==> config.mk <==
export PLATFORM = sky130hd
export DESIGN_NAME = compression_ctrl
export DESIGN_NICKNAME = d
export VERILOG_FILES = /design/src/rtl/compression_pkg.sv /design/src/rtl/compression_wr_addr_gen.sv /design/src/rtl/compression_ctrl.sv
export SDC_FILE = /design/constraint.sdc
export NUM_CORES = 1
export LEC_CHECK = 0
export BUFFER_PORTS_ARGS = -buffer_cell sky130_fd_sc_hd__buf_2
export CORE_MARGIN = 5
export CORE_UTILIZATION = 54
export CTS_CLUSTER_DIAMETER = 120
export CTS_CLUSTER_SIZE = 28
export DETAILED_ROUTE_END_ITERATION = 12
export PLACE_DENSITY = 0.89
export SETUP_SLACK_MARGIN = 0.4
export SYNTH_ARGS = -nofsm -noshare
export SYNTH_HDL_FRONTEND = slang
export SYNTH_HIERARCHICAL = 1
export SYNTH_SLANG_ARGS = --single-unit
==> constraint.sdc <==
create_clock -name i_clk -period 2.8 [get_ports i_clk]
set_input_delay 0.28 -clock i_clk [delete_from_list [all_inputs] [get_ports i_clk]]
set_output_delay 0.28 -clock i_clk [all_outputs]
set_load 0.1 [all_outputs]
==> src/rtl/compression_pkg.sv <==
// Shared types and defaults for the compression pipeline sequencing controller.
package compression_pkg;

  localparam int IMG_SEL_W      = 3;
  localparam int DRAIN_IDLE_DEF = 64;
  localparam int TIMEOUT_DEF    = 1024;

  typedef enum logic [2:0] {
    S_IDLE  = 3'd0,
    S_LOAD  = 3'd1,
    S_RUN   = 3'd2,
    S_DRAIN = 3'd3,
    S_DONE  = 3'd4,
    S_FLUSH = 3'd5
  } comp_ctrl_state_t;

endpackage

==> src/rtl/compression_wr_addr_gen.sv <==
// Compressed-memory write port: registered strobe/address/data, saturating
// write pointer and word count, sticky overflow once the memory is full.
module compression_wr_addr_gen
  import compression_pkg::*;
#(
  parameter int AHB_WIDTH  = 32,
  parameter int ADDR_WIDTH = 11
) (
  input  logic                  i_clk,
  input  logic                  i_rst,
  input  logic                  i_clear,
  input  logic                  i_wr_en,
  input  logic [AHB_WIDTH-1:0]  i_data,
  output logic                  o_mem_we,
  output logic [ADDR_WIDTH-1:0] o_mem_addr,
  output logic [AHB_WIDTH-1:0]  o_mem_wdata,
  output logic [ADDR_WIDTH:0]   o_word_count,
  output logic                  o_overflow
);

  localparam int CW = ADDR_WIDTH + 1;

  logic [ADDR_WIDTH-1:0] r_wr_ptr;
  logic                  r_full;
  logic                  r_we;
  logic [ADDR_WIDTH-1:0] r_addr;
  logic [AHB_WIDTH-1:0]  r_wdata;
  logic [ADDR_WIDTH:0]   r_count;
  logic                  r_ovf;

  always_ff @(posedge i_clk) begin
    if (!i_rst) begin
      r_wr_ptr <= '0;
      r_full   <= 1'b0;
      r_we     <= 1'b0;
      r_addr   <= '0;
      r_wdata  <= '0;
      r_count  <= '0;
      r_ovf    <= 1'b0;
    end else begin
      r_we <= 1'b0;
      if (i_clear) begin
        r_wr_ptr <= '0;
        r_full   <= 1'b0;
        r_count  <= '0;
        r_ovf    <= 1'b0;
      end else if (i_wr_en) begin
        if (r_full) begin
          r_ovf <= 1'b1;
        end else begin
          r_we    <= 1'b1;
          r_addr  <= r_wr_ptr;
          r_wdata <= i_data;
          r_count <= r_count + CW'(1);
          // The pointer parks on the last address; r_full marks it as consumed.
          if (r_wr_ptr == '1) r_full <= 1'b1;
          else                r_wr_ptr <= r_wr_ptr + ADDR_WIDTH'(1);
        end
      end
    end
  end

  assign o_mem_we     = r_we;
  assign o_mem_addr   = r_addr;
  assign o_mem_wdata  = r_wdata;
  assign o_word_count = r_count;
  assign o_overflow   = r_ovf;

endmodule

==> src/rtl/compression_ctrl.sv <==
// Job sequencer for the compression pipeline: start/abort handling, pipeline
// enable/flush, block counting with timeout, drain detection and job reporting.
module compression_ctrl
  import compression_pkg::*;
#(
  parameter int AHB_WIDTH  = 32,
  parameter int ADDR_WIDTH = 11,
  parameter int BLK_WIDTH  = 8,
  parameter int DRAIN_IDLE = DRAIN_IDLE_DEF,
  parameter int TIMEOUT    = TIMEOUT_DEF
) (
  input  logic                  i_clk,
  input  logic                  i_rst,
  input  logic                  i_start,
  input  logic                  i_abort,
  input  logic [IMG_SEL_W-1:0]  i_img_sel,
  input  logic [BLK_WIDTH-1:0]  i_num_blocks,
  input  logic                  i_blk_valid,
  input  logic                  i_pipe_valid,
  input  logic [AHB_WIDTH-1:0]  i_pipe_data,
  output logic                  o_pipe_enable,
  output logic                  o_pipe_flush,
  output logic [IMG_SEL_W-1:0]  o_pipe_img_sel,
  output logic                  o_mem_we,
  output logic [ADDR_WIDTH-1:0] o_mem_addr,
  output logic [AHB_WIDTH-1:0]  o_mem_wdata,
  output logic                  o_busy,
  output logic                  o_done,
  output logic                  o_irq,
  output logic [ADDR_WIDTH:0]   o_word_count,
  output logic                  o_err_overflow,
  output logic                  o_err_timeout,
  output comp_ctrl_state_t      o_dbg_state
);

  localparam int TMO_W  = $clog2(TIMEOUT + 1);
  localparam int IDLE_W = $clog2(DRAIN_IDLE + 1);

  comp_ctrl_state_t     r_state;
  logic [BLK_WIDTH-1:0] r_num_blocks;
  logic [BLK_WIDTH-1:0] r_blk_cnt;
  logic [TMO_W-1:0]     r_tmo_cnt;
  logic [IDLE_W-1:0]    r_idle_cnt;
  logic                 r_flush_cnt;
  logic                 r_pipe_enable;
  logic                 r_pipe_flush;
  logic [IMG_SEL_W-1:0] r_img_sel;
  logic                 r_busy;
  logic                 r_done;
  logic                 r_irq;
  logic                 r_err_timeout;

  logic                 w_accept;
  logic                 w_abort;
  logic                 w_wr_en;
  logic [BLK_WIDTH-1:0] w_blk_next;

  assign w_accept   = (r_state == S_IDLE) && i_start;
  assign w_abort    = i_abort && (r_state inside {S_LOAD, S_RUN, S_DRAIN});
  // A word arriving in the abort cycle belongs to a cancelled job and is dropped.
  assign w_wr_en    = i_pipe_valid && !i_abort && (r_state inside {S_RUN, S_DRAIN});
  assign w_blk_next = r_blk_cnt + BLK_WIDTH'(1);

  always_ff @(posedge i_clk) begin
    if (!i_rst) begin
      r_state       <= S_IDLE;
      r_num_blocks  <= '0;
      r_blk_cnt     <= '0;
      r_tmo_cnt     <= '0;
      r_idle_cnt    <= '0;
      r_flush_cnt   <= 1'b0;
      r_pipe_enable <= 1'b0;
      r_pipe_flush  <= 1'b0;
      r_img_sel     <= '0;
      r_busy        <= 1'b0;
      r_done        <= 1'b0;
      r_irq         <= 1'b0;
      r_err_timeout <= 1'b0;
    end else begin
      r_irq <= 1'b0;
      if (w_abort) begin
        r_state       <= S_FLUSH;
        r_pipe_flush  <= 1'b1;
        r_pipe_enable <= 1'b0;
        r_flush_cnt   <= 1'b0;
        r_irq         <= 1'b1;
      end else begin
        case (r_state)
          S_IDLE: begin
            if (w_accept) begin
              r_state       <= S_LOAD;
              r_img_sel     <= i_img_sel;
              r_num_blocks  <= i_num_blocks;
              r_blk_cnt     <= '0;
              r_tmo_cnt     <= '0;
              r_idle_cnt    <= '0;
              r_done        <= 1'b0;
              r_err_timeout <= 1'b0;
              r_busy        <= 1'b1;
              r_pipe_flush  <= 1'b1;
            end
          end
          S_LOAD: begin
            r_pipe_flush <= 1'b0;
            if (r_num_blocks == '0) begin
              r_state <= S_DONE;
              r_irq   <= 1'b1;
              r_done  <= 1'b1;
            end else begin
              r_state       <= S_RUN;
              r_pipe_enable <= 1'b1;
            end
          end
          S_RUN: begin
            if (i_blk_valid) begin
              r_blk_cnt <= w_blk_next;
              r_tmo_cnt <= '0;
              if (w_blk_next == r_num_blocks) begin
                r_state       <= S_DRAIN;
                r_pipe_enable <= 1'b0;
                r_idle_cnt    <= '0;
              end
            end else if (r_tmo_cnt == TMO_W'(TIMEOUT - 1)) begin
              r_err_timeout <= 1'b1;
              r_state       <= S_DRAIN;
              r_pipe_enable <= 1'b0;
              r_idle_cnt    <= '0;
            end else begin
              r_tmo_cnt <= r_tmo_cnt + TMO_W'(1);
            end
          end
          S_DRAIN: begin
            // Drain ends only after DRAIN_IDLE quiet cycles spent inside DRAIN.
            if (i_pipe_valid) begin
              r_idle_cnt <= '0;
            end else if (r_idle_cnt == IDLE_W'(DRAIN_IDLE - 1)) begin
              r_state <= S_DONE;
              r_irq   <= 1'b1;
              r_done  <= 1'b1;
            end else begin
              r_idle_cnt <= r_idle_cnt + IDLE_W'(1);
            end
          end
          S_DONE: begin
            r_state <= S_IDLE;
            r_busy  <= 1'b0;
          end
          S_FLUSH: begin
            if (r_flush_cnt) begin
              r_state      <= S_IDLE;
              r_pipe_flush <= 1'b0;
              r_busy       <= 1'b0;
            end else begin
              r_flush_cnt <= 1'b1;
            end
          end
          default: r_state <= S_IDLE;
        endcase
      end
    end
  end

  compression_wr_addr_gen #(
    .AHB_WIDTH  (AHB_WIDTH),
    .ADDR_WIDTH (ADDR_WIDTH)
  ) u_wr_addr_gen (
    .i_clk        (i_clk),
    .i_rst        (i_rst),
    .i_clear      (w_accept),
    .i_wr_en      (w_wr_en),
    .i_data       (i_pipe_data),
    .o_mem_we     (o_mem_we),
    .o_mem_addr   (o_mem_addr),
    .o_mem_wdata  (o_mem_wdata),
    .o_word_count (o_word_count),
    .o_overflow   (o_err_overflow)
  );

  assign o_pipe_enable  = r_pipe_enable;
  assign o_pipe_flush   = r_pipe_flush;
  assign o_pipe_img_sel = r_img_sel;
  assign o_busy         = r_busy;
  assign o_done         = r_done;
  assign o_irq          = r_irq;
  assign o_err_timeout  = r_err_timeout;
  assign o_dbg_state    = r_state;

endmodule
==> results.yml <==
floorplan:
  rows: 36
  ioPinCount: 118
  dieHeight_um: 110
  core_area_mm2: 0.00973
  start_util: 0.551
  fp.dieW_um: 110
  die_area_mm2: 0.0120
power:
  powerDensity_mw_per_mm2: 665
  p_sw_w: 0.00122
  p_int_w: 0.00332
  seqPwrFrac: 0.385
  switching_share: 0.270
  comb_power_share: 0.136
  leakage_nw: 2.66
  vdd_drop_max_uv: 440
  clock_power_share: 0.479
finish:
  antenna_cells: 0
  nFillCells: 737
  area_delta_synth_final_pct: 27.4
  final_cell_mix: "155 x nand2_1, 117 x buf_2, 112 x dfxtp_1, 58 x nor2_1, 38 x a21boi_0"
  final_common_cell: "nand2_1"
  fin_nets: 844
  drive_above_1_share: 0.239
  final_area_mm2: 0.00683
yosys:
  syn-num-nets: 716
  synth.distinct_cells: 73
  synth-seq-area-share: 0.433
  synth-main-ff-cell: "dfxtp_1"
  synth_area_leaders: "dfxtp_1 43%, nand2_1 11%, a21boi_0 5.3%"
  synth-edff-count: 0
  syn_area_per_cell_um2: 8.10
  ys_seq_elements: 116
  synth_area_mm2: 0.00536
  postSynthCellCount: 662
  yosysWarningCount: 6
  yosysTopAreaCell: "dfxtp_1"
  ys_async_sr_fraction: 0
  synth_top_area_share: 0.433
place:
  finalWeightedCongestion: 0.908
  post-place-ws_ns: 0.345
  io_buffer_count: 117
  placed_area_mm2: 0.00603
  dp_hpwl_mm: 9.49
sta:
  clock_skew_ns: 0.00478
  hold_viol: 0
  slew-limit-headroom: 0.540
  totalNegativeSetupSlack_ns: 0
  setup_slack_ns: 0.531
  slew_violations: 0
  setup_viol: 0
  timing_worst_slew_pin_value_ns: 0.687
  fmax_ghz: 0.441
  min_period_ns: 2.27
  final.period_utilization: 0.810
  rsz0062_at_grt: "yes"
worst_setup_path:
  ff2ff_path_depth: 8
  rrSetupSlack_ns: 0.53
  startpoint: "r_blk_cnt[1]"
  cp-end-kind: "register"
  criticalPathCategory: "reg2reg"
  reg2reg_to: "r_idle_cnt[1]"
  arrival_ns: 2.67
  cp-start-kind: "register"
  worstReg2RegStart: "r_blk_cnt[1]"
  crit_fanout: 10
  cp.required_ns: 3.20
clock_network:
  clk_latency_ns: 0.51
  cts.sinks: 116
  ctsLongestPathBuffers: 2
  cts_tree: "done"
  htreeDepth: 4
  ctsRootBufferMaster: "clkbuf_8"
  numCtsBuffers: 17
  path_clk_slew_ns: 0.05
drt:
  firstDrtPassIters: 5
  avgRoutedWirePerCell_um: 15.2
  routed_wl_mm: 14.3
  drtIter0Drc: 386
  vias: 5244
  postRouteAntennaNets: 0
  remaining_drc_errors: 0
  vias_per_cell: 5.60
global_routing:
  grt_pass1_wl_mm: 23.5
  grt_overflow: 0
  grt_max_degree: 49
  grt_pass1_vias: 4969
  grtUsageTotal: 0.246
  antenna_found_initial: 0
worst_hold_path:
  whs_endpoint: "u_wr_addr_gen/o_mem_wdata[25]"
  min_path_type: "in2reg"
  min-delay-start: "i_pipe_data[25]"
  hold_path_depth: 3
job:
  max_cap_viol_count: 0
outcome:
  run_status: "completed"
==> power by group through the flow <==
stage	Clock [W]	Combinational, W	Sequential, W
finish	0.00217	0.000618	0.00175
global route	0.00229	0.000663	0.00176
CTS	0.00221	0.000609	0.00175
detailed placement	0	0.000588	0.00178
global placement	0	0.000580	0.00178
floorplan	0	0.000278	0.00195
==> area by class of cell <==
| type | count | area [um^2] | share of cell area |
|---|---|---|---|
| clock buffer | 23 | 477 | 0.0698 |
| tap | 133 | 166 | 0.0244 |
| inverter | 15 | 56.3 | 0.00825 |
| sequential | 116 | 2330 | 0.341 |
| timing repair buffer | 143 | 826 | 0.121 |
| multi-input combinational | 497 | 2850 | 0.417 |
| clock inverter | 9 | 125 | 0.0183 |
==> kinds of logic after synthesis <==
kind of cell | synth area share
xor gates and xnor gates | 0.0406
DFF | 0.433
buffers and inverters | 0.0411
and+or+nand+nor | 0.269
AOI/OAI and AO/OA | 0.196
muxes | 0.00770
adders and majority gates | 0.0117
==> registers in the layout, summed over array words and instances (netlist names), 7 cells and up <==
| signal | flops |
|---|---|
| u_wr_addr_gen/o_word_count | 12 |
| r_tmo_cnt | 11 |
| u_wr_addr_gen/o_mem_wdata | 32 |
| r_num_blocks | 8 |
| r_blk_cnt | 8 |
| u_wr_addr_gen/o_mem_addr | 11 |
| u_wr_addr_gen/r_wr_ptr | 11 |
| r_idle_cnt | 7 |
==> layer usage <==
| metal | wire length, um | share of wire | vias up | global-route usage |
|---|---|---|---|---|
| met1 | 6010 | 0.42 | 2470 | 0.309 |
| met3 | 1290 | 0.090 | 25 | 0.0857 |
| met4 | 195 | 0.014 | 0 | 0.0864 |
| li1 | - | - | 2532 | - |
| met2 | 6760 | 0.47 | 217 | 0.394 |
| met5 | 0 | 0 | - | 0 |
==> cells in the mapped netlist, drive strengths merged, types with 4 or more instances <==
| master | instances |
|---|---|
| or2 | 5 |
| inv | 14 |
| nand3 | 16 |
| and3 | 5 |
| a21boi | 46 |
| nor2 | 61 |
| nand2 | 155 |
| xnor2 | 11 |
| o21ai | 31 |
| xor2 | 13 |
| clkbuf | 15 |
| nand4 | 9 |
| and2 | 5 |
| a21oi | 35 |
| o21a | 4 |
| a31oi | 10 |
| nor4 | 6 |
| dfxtp | 116 |
| buf | 19 |
| nor2b | 6 |
| ha | 5 |
| a311oi | 5 |
| o31ai | 4 |
| nand2b | 14 |
| nor3 | 10 |
==> worst max-delay path by stage <==
stage / to / slack, ns / cells past startpoint
CTS: r_idle_cnt[1] / 0.42 / 8
global placement: r_idle_cnt[1] / 0.48 / 8
detailed placement: r_idle_cnt[1] / 0.35 / 8
floorplan: u_wr_addr_gen/o_word_count[8] / 0.47 / 7
finish: r_idle_cnt[1] / 0.53 / 8
global route: u_wr_addr_gen/o_mem_wdata[29] / 0.40 / 7
==> critical path, stage by stage, from the launching register on <==
cell	delay [ns]
dfxtp_1	0.48
ha_4	0.25
and3_2	0.23
xnor2_1	0.13
nor2_1	0.08
or4_4	0.50
o21ai_4	0.26
a21boi_2	0.08
o21a_1	0.16
==> metrics by stage <==
| step | hold WS, ns | util | instances | total power, W |
|---|---|---|---|---|
| finish | 0.0222 | 0.702 | 936 | 0.00454 |
| global route | 0.0149 | 0.702 | 936 | 0.00471 |
| CTS | 0.000527 | 0.699 | 935 | 0.00457 |
| detailed placement | 0.440 | 0.620 | 886 | 0.00237 |
| global placement | 0.435 | 0.620 | 886 | 0.00236 |
| floorplan | 0.415 | - | 662 | 0.00223 |
==> repair_timing <==
item / in CTS / in global routing
endpoints found under the hold margin: 17 / 1
setup buffers: 0 / 0
gates resized for setup: 1 / 3
hold buffers: 17 / 1
setup endpoints to repair: 1 / 33
Power figures use the tool's default switching activity.
